$ cat config.mk
export PLATFORM = sky130hd
export DESIGN_NAME = mul_unit
export DESIGN_NICKNAME = d
export VERILOG_FILES = /design/src/rtl/arm_pkg.sv /design/src/rtl/mul_unit.sv
export SDC_FILE = /design/constraint.sdc
export NUM_CORES = 1
export LEC_CHECK = 0
export CAP_MARGIN = 20
export CORE_ASPECT_RATIO = 0.9
export CORE_UTILIZATION = 58
export CTS_CLUSTER_DIAMETER = 80
export DETAILED_ROUTE_END_ITERATION = 8
export PLACE_DENSITY = 0.87
export SLEW_MARGIN = 5
export SYNTH_ARGS = -nofsm -noshare
export SYNTH_HDL_FRONTEND = slang
export SYNTH_SLANG_ARGS = --single-unit
$ cat constraint.sdc
create_clock -name clk -period 5 [get_ports clk]
set_input_delay 1.5 -clock clk [delete_from_list [all_inputs] [get_ports clk]]
set_output_delay 1.5 -clock clk [all_outputs]
set_load 0.02 [all_outputs]
$ cat src/rtl/arm_pkg.sv
// Shared ARM core definitions: datapath widths, the PC register index and
// the multiply unit state encoding.
package arm_pkg;

    localparam int WORD_SIZE  = 32;
    localparam int ADDR_WIDTH = 4;
    localparam int PC_INDEX   = 15;

    typedef enum logic [1:0] {
        MUL_IDLE = 2'd0,
        MUL_MUL  = 2'd1,
        MUL_WB   = 2'd2
    } mul_state_e;

endpackage

$ cat src/rtl/mul_unit.sv
// Radix-2 iterative shift-add multiplier for MUL/MLA with register-file
// writeback and optional N/Z update. Define MUL_EARLY_TERM_EN to stop once no multiplier bits remain.
module mul_unit
    import arm_pkg::mul_state_e;
    import arm_pkg::MUL_IDLE;
    import arm_pkg::MUL_MUL;
    import arm_pkg::MUL_WB;
#(
    parameter int WORD_SIZE  = arm_pkg::WORD_SIZE,
    parameter int ADDR_WIDTH = arm_pkg::ADDR_WIDTH
) (
    input  logic                  clk,
    input  logic                  reset,
    input  logic                  start,
    input  logic                  accumulate,
    input  logic                  set_flags,
    input  logic [ADDR_WIDTH-1:0] dest,
    input  logic [WORD_SIZE-1:0]  op_m,
    input  logic [WORD_SIZE-1:0]  op_s,
    input  logic [WORD_SIZE-1:0]  op_acc,
    output logic                  busy,
    output logic                  rd_we,
    output logic [WORD_SIZE-1:0]  rd_out,
    output logic [ADDR_WIDTH-1:0] write_rd,
    output logic                  cpsr_nz_we,
    output logic [1:0]            cpsr_nz
);

    localparam logic [ADDR_WIDTH-1:0] PC_ADDR = ADDR_WIDTH'(arm_pkg::PC_INDEX);

    mul_state_e             state_reg;
    logic [WORD_SIZE-1:0]   prod_reg;
    logic [WORD_SIZE-1:0]   mcand_reg;
    logic [WORD_SIZE-1:0]   mplier_reg;
    logic [4:0]             iter_reg;
    logic [ADDR_WIDTH-1:0]  dest_reg;
    logic                   set_flags_reg;
    logic                   busy_reg;
    logic                   rd_we_reg;
    logic [WORD_SIZE-1:0]   rd_out_reg;
    logic [ADDR_WIDTH-1:0]  write_rd_reg;
    logic                   cpsr_nz_we_reg;
    logic [1:0]             cpsr_nz_reg;

    logic [WORD_SIZE-1:0]   prod_next;
    logic [WORD_SIZE-1:0]   mplier_next;
    logic                   last_step;

    always_comb begin
        prod_next   = mplier_reg[0] ? (prod_reg + mcand_reg) : prod_reg;
        mplier_next = mplier_reg >> 1;
`ifdef MUL_EARLY_TERM_EN
        last_step   = (mplier_next == '0) || (iter_reg == 5'd31);
`else
        last_step   = (iter_reg == 5'd31);
`endif
    end

    always_ff @(posedge clk) begin
        if (reset) begin
            state_reg      <= MUL_IDLE;
            prod_reg       <= '0;
            mcand_reg      <= '0;
            mplier_reg     <= '0;
            iter_reg       <= '0;
            dest_reg       <= '0;
            set_flags_reg  <= 1'b0;
            busy_reg       <= 1'b0;
            rd_we_reg      <= 1'b0;
            rd_out_reg     <= '0;
            write_rd_reg   <= '0;
            cpsr_nz_we_reg <= 1'b0;
            cpsr_nz_reg    <= 2'b00;
        end else begin
            rd_we_reg      <= 1'b0;
            cpsr_nz_we_reg <= 1'b0;
            case (state_reg)
                MUL_IDLE: begin
                    if (start) begin
                        prod_reg      <= accumulate ? op_acc : '0;
                        mcand_reg     <= op_m;
                        mplier_reg    <= op_s;
                        iter_reg      <= '0;
                        dest_reg      <= dest;
                        set_flags_reg <= set_flags;
                        busy_reg      <= 1'b1;
                        state_reg     <= MUL_MUL;
                    end
                end
                MUL_MUL: begin
                    prod_reg   <= prod_next;
                    mcand_reg  <= mcand_reg << 1;
                    mplier_reg <= mplier_next;
                    iter_reg   <= iter_reg + 5'd1;
                    if (last_step) begin
                        // Outputs are registered here so they are valid throughout the WB cycle.
                        state_reg      <= MUL_WB;
                        rd_out_reg     <= prod_next;
                        write_rd_reg   <= dest_reg;
                        rd_we_reg      <= (dest_reg != PC_ADDR);
                        cpsr_nz_we_reg <= set_flags_reg;
                        cpsr_nz_reg    <= {prod_next[WORD_SIZE-1], (prod_next == '0)};
                    end
                end
                MUL_WB: begin
                    busy_reg  <= 1'b0;
                    state_reg <= MUL_IDLE;
                end
                default: begin
                    busy_reg  <= 1'b0;
                    state_reg <= MUL_IDLE;
                end
            endcase
        end
    end

    assign busy       = busy_reg;
    assign rd_we      = rd_we_reg;
    assign rd_out     = rd_out_reg;
    assign write_rd   = write_rd_reg;
    assign cpsr_nz_we = cpsr_nz_we_reg;
    assign cpsr_nz    = cpsr_nz_reg;

endmodule
==> qor.yml, run 1 <==
status:
  status: "complete, no violations"
die:
  die_w_um: 127.6
  core_area_mm2: 0.01361
  dieArea_mm2: 0.01468
  pin_count: 146
  core.rowCount: 40
  initial_utilization: 0.6048
  fp.dieH_um: 115.0
logic_synthesis:
  synthFlopType: "dfxtp_1"
  synth-edff-count: 0
  synth_seq_cells: 148
  synthArstFlopShare: 0
  ys_warn_count: 0
  netlist_instances: 1059
  synth_fp_nets: 1198
  ys_seq_area_frac: 0.3599
  synth_area_per_cell_um2: 7.774
  synth.distinct_cells: 74
  syn-cell-area_mm2: 0.008233
power_and_ir_drop:
  ir_drop_mv: 0.2425
  cellLeakagePower_uw: 0.003913
  power_density_mw_per_mm2: 309.5
  intPower_uw: 2217
  netSwitchingPower_uw: 968.3
  swShare: 0.3040
  p_seq_frac: 0.411
  power.share.clock: 0.396
  p_comb_frac: 0.192
detailed_routing:
  wl_met2_um: 10750
  first_pass_iters: 6
  routed_wirelength_um: 23720
  met3_length_um: 2026
  drc: 0
  ant_nets: 0
  drt_iter0_markers: 870
  wl_met1_um: 10170
  maxUsedRoutingLayer: "met4"
  wl_per_cell_um: 17.53
  viasPerCell: 6.258
  vias: 8467
layout:
  syn_to_final_growth_pct: 24.99
  drive_gt1_frac: 0.06186
  fill_cells: 1006
  n_antenna_cell: 0
  final_core_util: 0.7559
  nets: 1290
cts:
  clkLatencyLatePin_ns: 0.43
  cts.sinks: 148
  cts_hold_buffers: 0
  cts_buffer_depth: 2
  cts_root_buf: "clkbuf_16"
  cts_tree: "yes"
  clk_pin_slew_ns: 0.06
  numCtsBuffers: 17
  cts_setup_buffers: 0
  cts.repair.resized: 0
  cts_max_level: 4
sta:
  timing.fmax_mhz: 278.6
  tns_ns: 0
  worstMarginPinSlew_ns: 1.114
  grt_setup_unrepaired: "false"
  fin_hold_ws_ns: 0.4531
  report.final.hold_viol_count: 0
  skew_ns: 0.008832
  min_period_ns: 3.589
  max_slew_margin: 0.2563
  setup_viol: 0
  fin_crit_sh: 0.7179
  slew_viol_final: 0
hold_path:
  hold_class: "reg -> reg"
worst_setup_path:
  crit_arrival_ns: 3.93
  worstPathMaxFanout: 8
  cp-start-kind: "flop"
  cp.required_ns: 5.34
  cp-end-kind: "flop"
  criticalPathCategory: "reg -> reg"
placed_design:
  place_congestion: 0.9629
  dp_hpwl_um: 15830
  port_buffers: 145
global_route:
  grt_max_degree: 122
  grt.overflow.total: 0
  grt_pass1_wl_um: 37940
  antenna_found_initial: 0
  grt_pass1_vias: 7774
  grt_usage: 0.3252
job:
  max_cap_viol_count: 0
## final timing paths
path         slack, ns          end  depth (start not counted)        start
max               1.41   cpsr_nz[0]                         11  prod_reg[6]
min               0.45  write_rd[3]                          2  write_rd[3]
max reg2reg       1.41   cpsr_nz[0]                         11  prod_reg[6]
min reg2reg       0.45  write_rd[3]                          2  write_rd[3]
## cells in the mapped netlist, drive strengths merged (3+ instances only)
library cell | number | share of area
a22oi | 11 | 0.010
a311oi | 66 | 0.070
inv | 9 | 0.0041
o31ai | 3 | 0.0027
a31oi | 4 | 0.0046
or3 | 5 | 0.0044
nand3 | 26 | 0.016
nand3b | 5 | 0.0046
buf | 15 | 0.0087
o221ai | 3 | 0.0032
xor2 | 7 | 0.0074
nand2b | 4 | 0.0030
a211oi | 28 | 0.027
nand2 | 185 | 0.084
a21boi | 3 | 0.0032
mux2i | 13 | 0.016
nor3 | 28 | 0.017
a221oi | 13 | 0.015
o2111ai | 4 | 0.0043
dfxtp | 148 | 0.36
a211o | 6 | 0.0064
nand4 | 12 | 0.0091
nor2b | 11 | 0.0084
nor4 | 3 | 0.0030
a222oi | 12 | 0.015
ha | 33 | 0.050
clkbuf | 69 | 0.031
nor2 | 169 | 0.077
a21oi | 55 | 0.034
and2 | 9 | 0.0068
o21a | 12 | 0.012
o211ai | 3 | 0.0027
a21o | 16 | 0.015
xnor2 | 10 | 0.011
and3 | 8 | 0.0061
o21ai | 23 | 0.014
## metrics by stage
step	power (µW)	worst slack (ns)	cell area [µm²]	cells
after global routing	3309	1.262	10290	1353
after floorplan	1722	1.969	8233	1059
after global placement	1911	1.463	9688	1320
final	3185	1.411	10290	1353
after detailed placement	1925	1.375	9688	1320
after CTS	3177	1.554	10270	1352
## layout make-up
| cell class | instances | area, µm² | area share |
|---|---|---|---|
| Clock buffer | 18 | 439.2 | 0.04268 |
| Clock inverter | 14 | 142.6 | 0.01386 |
| Inverter | 9 | 33.78 | 0.003283 |
| Multi-Input combinational cell | 818 | 4922 | 0.4784 |
| Sequential cell | 148 | 2964 | 0.2881 |
| Tap cell | 189 | 236.5 | 0.02298 |
| Timing Repair Buffer | 157 | 1551 | 0.1508 |
## power by group through the flow
stage / Sequential [µW] / Combinational [µW] / Clock, µW
3_3_place_gp: 1330 / 580 / 0
6_report: 1310 / 613 / 1260
2_1_floorplan: 1320 / 407 / 0
3_5_place_dp: 1330 / 593 / 0
4_1_cts: 1310 / 600 / 1270
5_1_grt: 1320 / 666 / 1330
## critical path, stage by stage (launching register included)
cell and delay (ns):
dfxtp_1 0.35, ha_1 0.47, a21oi_1 0.14, o21ai_1 0.53, a21boi_2 0.16, o21ai_2 0.16, a211oi_1 0.13, a211oi_1 0.61
o2111ai_1 0.31, nor4_2 0.24, o2111ai_1 0.16, o31ai_1 0.24
## layout by cell type (no fill, tap or decap), drive strengths merged, types with 4 or more instances in the layout
master and instances:
and2 9, a211oi 28, a221oi 13, a222oi 12, nand3b 5, o2111ai 4
clkbuf 18, a21oi 55, o21a 12, or3 5, a22oi 11, nor2 169
mux2i 13, inv 15, and3 8, a211o 6, a311oi 66, nand2b 4
nand2 185, dfxtp 148, a21o 16, nand3 26, xnor2 10, a31oi 4
nand4 12, buf 13, o21ai 23, xor2 7, clkdlybuf4s50 144, nor2b 11
clkinv 5, ha 33, nor3 28
## cells by family (layout without fill, tap and decap cells)
group                    count (synthesis)  count (layout)  share of synthesized area
multiplexers                            15              15                    0.01900
buffers and inverters                   93             198                    0.04423
adder cells (fa/ha/maj)                 34              34                    0.05258
XOR/XNOR                                17              17                    0.01808
AND/OR/NAND/NOR                        475             475                     0.2503
AO/OA/AOI/OAI                          277             277                     0.2559
flip-flops                             148             148                     0.3599
## routing by layer
metal  up-vias  GRT usage
met5         -          0
met4         0     0.1490
met3        65    0.06422
met2       427     0.5206
met1      3939     0.4263
li1       4036          -
Note: power is estimated with default switching activity, not from simulation.
==> run 2: changes to the inputs <==
--- a/config.mk
+++ b/config.mk
@@ -7,10 +7,10 @@
 export LEC_CHECK = 0
 export CAP_MARGIN = 20
 export CORE_ASPECT_RATIO = 0.9
-export CORE_UTILIZATION = 58
+export CORE_UTILIZATION = 48
 export CTS_CLUSTER_DIAMETER = 80
 export DETAILED_ROUTE_END_ITERATION = 8
-export PLACE_DENSITY = 0.87
+export PLACE_DENSITY = 0.77
 export SLEW_MARGIN = 5
 export SYNTH_ARGS = -nofsm -noshare
 export SYNTH_HDL_FRONTEND = slang
==> constraint.sdc (replaced) <==
create_clock -name clk -period 3.25 [get_ports clk]
set_input_delay 0.975 -clock clk [delete_from_list [all_inputs] [get_ports clk]]
set_output_delay 0.975 -clock clk [all_outputs]
set_load 0.02 [all_outputs]
==> qor.yml, run 2 (same netlist as run 1, synthesis figures left out) <==
cts:
  cts.sinks: 148  # unchanged
  cts_max_level: 4  # unchanged
  numCtsBuffers: 17  # unchanged
  cts_root_buf: "clkbuf_16"
  clkLatencyLatePin_ns: 0.43  # about the same
  clk_pin_slew_ns: 0.07  # about the same
  cts_buffer_depth: 2  # unchanged
  cts_hold_buffers: 0  # unchanged
  cts_tree: "yes"
die:
  initial_utilization: 0.4890  # -0.1157
  core.rowCount: 45  # +13%
  pin_count: 146  # unchanged
  dieArea_mm2: 0.01768  # +20%
  fp.dieH_um: 126.2  # +9.8%
  core_area_mm2: 0.01683  # +24%
  die_w_um: 140.1  # +9.8%
global_route:
  grt_max_degree: 91  # -25%
  antenna_found_initial: 0  # unchanged
  grt_pass1_vias: 7518  # -3.3%
  grt_usage: 0.2702  # -0.05507
  grt.overflow.total: 0  # unchanged
  grt_pass1_wl_um: 38520  # +1.5%
worst_setup_path:
  crit_arrival_ns: 3.54  # -0.39 ns
  worstPathMaxFanout: 5  # -3
  path_buf_inv: 0  # unchanged
  criticalPathCategory: "reg -> reg"
  cp-start-kind: "flop"
  reg2reg_depth: 11  # unchanged
  critPathMaxStageDelay_ns: 0.41  # -0.20 ns
  path_cells: "ha_2 > and3_2 > or3b_1 > o22ai_2 > nor2_2 > xnor2_2 > o41ai_4 > o2111ai_2 > nor4_2 > o2111ai_1 > o31ai_1"
  cp_top_family: "compound AO/OA/AOI/OAI gates"
  cp_slowest_cell: "ha_2"
  cp-end-kind: "flop"
  critical_path_depth: 11  # unchanged
  cp.required_ns: 3.59  # -1.75 ns
detailed_routing:
  vias: 8359  # -1.3%
  routed_wirelength_um: 24330  # +2.6%
  viasPerCell: 5.954  # -4.9%
  ant_nets: 0  # unchanged
  wl_met1_um: 11310  # +11%
  first_pass_iters: 6  # unchanged
  drt_iter0_markers: 743  # -15%
  wl_per_cell_um: 17.33  # -1.2%
  wl_met2_um: 11080  # +3.1%
  maxUsedRoutingLayer: "met4"
  drc: 0  # unchanged
  met3_length_um: 1435  # -29%
layout:
  final_cell_mix: "185 x nand2_1, 167 x nor2_1, 144 x clkdlybuf4s50_1"
  syn_to_final_growth_pct: 31.60
  nets: 1319  # +2.2%
  stdcell_count: 1404  # +3.8%
  multi_input_area_mm2: 0.005142  # +4.5%
  fill_cells: 1475  # +47%
  final_common_cell: "nand2_1"
  n_antenna_cell: 0  # unchanged
  seq_area_mm2: 0.002969  # +0.17%
  final_core_util: 0.6436  # -0.1123
  drive_gt1_frac: 0.1106  # +0.04879
sta:
  fin_hold_ws_ns: 0.4552  # +0.002031 ns
  fin_crit_sh: 0.9863  # +0.2684
  min_period_ns: 3.206  # -0.3839 ns
  max_slew_margin: 0.3900  # +0.1337
  report.final.hold_viol_count: 0  # unchanged
  skew_ns: 0.008902  # +0.00007042 ns
  timing.fmax_mhz: 312.0  # +12%
  setup_viol: 0  # unchanged
  slew_viol_final: 0  # unchanged
  layout_setup_ws_ns: 0.04449  # -1.366 ns
  grt_setup_unrepaired: "true"
  worstMarginPinSlew_ns: 0.9150  # -0.1994 ns
power_and_ir_drop:
  cellLeakagePower_uw: 0.004122  # +5.4%
  power_density_mw_per_mm2: 470.9  # +52%
  p_seq_frac: 0.395  # -0.016
  netSwitchingPower_uw: 1552  # +60%
  power.share.clock: 0.401  # +0.005
  ir_drop_mv: 0.3853  # +59%
  swShare: 0.3042  # about the same
  intPower_uw: 3550  # +60%
  p_comb_frac: 0.203  # +0.011
placed_design:
  dp_hpwl_um: 16590  # +4.8%
  dpl.cell_count: 1367  # +3.6%
  post-place-ws_ns: -0.07347  # -1.448 ns
  place_congestion: 0.9220  # -4.2%
  port_buffers: 145  # unchanged
hold_path:
  hold-path-cell-count: 1  # -1
  hold_class: "reg -> reg"
job:
  max_cap_viol_count: 0  # unchanged
status:
  status: "complete, no violations"
[run 2: changes by cell type in the layout (fill, tap and decap cells not counted), sizes merged]
cell | before | now
buf | 13 | 42
clkinv | 5 | 3
inv | 15 | 17
bufinv | 1 | 2
clkbuf | 18 | 17
[run 2: repair_timing]
item | in CTS | in global routing
resized for setup | 5 | 38
endpoints found under the setup margin | 1 | 4
setup buffers | 1 | 3
gates cloned | 0 | 0
pin swaps | 8 | 20
[run 2: final cells by class]
| cell class | instances | share of cell area |
|---|---|---|
| clock buffer | 17 | 0.03927 |
| clock inverter | 15 | 0.01744 |
| inverter | 9 | 0.003118 |
| multi-input combinational | 818 | 0.4747 |
| sequential | 148 | 0.2741 |
| tap | 211 | 0.02437 |
| timing repair buffer | 186 | 0.1671 |
[run 2: stage by stage]
| step | power, µW | instance area, µm² | setup TNS (ns) |
|---|---|---|---|
| after floorplan | 2650 | 8233 | 0 |
| after global placement | 3006 | 9953 | 0 |
| after detailed placement | 3018 | 9953 | -0.07347 |
| after CTS | 5057 | 10610 | 0 |
| after global routing | 5323 | 10830 | -0.2057 |
| final | 5101 | 10830 | 0 |
[run 2: power by group through the flow]
stage / Combinational (µW) / Clock, µW / Sequential, µW
6_report: 1040 / 2050 / 2020
3_3_place_gp: 958 / 0 / 2050
4_1_cts: 978 / 2070 / 2010
5_1_grt: 1130 / 2160 / 2030
3_5_place_dp: 967 / 0 / 2050
2_1_floorplan: 626 / 0 / 2020
[run 2: worst reg2reg max path, stage by stage, from the launching register on]
cell and delay, ns:
dfxtp_1 0.35, ha_2 0.41, and3_2 0.28, or3b_1 0.37
o22ai_2 0.20, nor2_2 0.08, xnor2_2 0.17, o41ai_4 0.39
o2111ai_2 0.19, nor4_2 0.27, o2111ai_1 0.15, o31ai_1 0.26
[run 2: metal layers]
layer | GRT usage | vias up
met5 | 0 | -
met3 | 0.05209 | 41
met4 | 0.08791 | 0
met1 | 0.3769 | 3932
li1 | - | 4098
met2 | 0.4179 | 288
[run 2: final timing paths]
kind | startpoint | slack (ns) | end
max | prod_reg[8] | 0.04 | cpsr_nz[0]
min | set_flags_reg | 0.46 | cpsr_nz_we
max reg2reg | prod_reg[8] | 0.04 | cpsr_nz[0]
min reg2reg | set_flags_reg | 0.46 | cpsr_nz_we
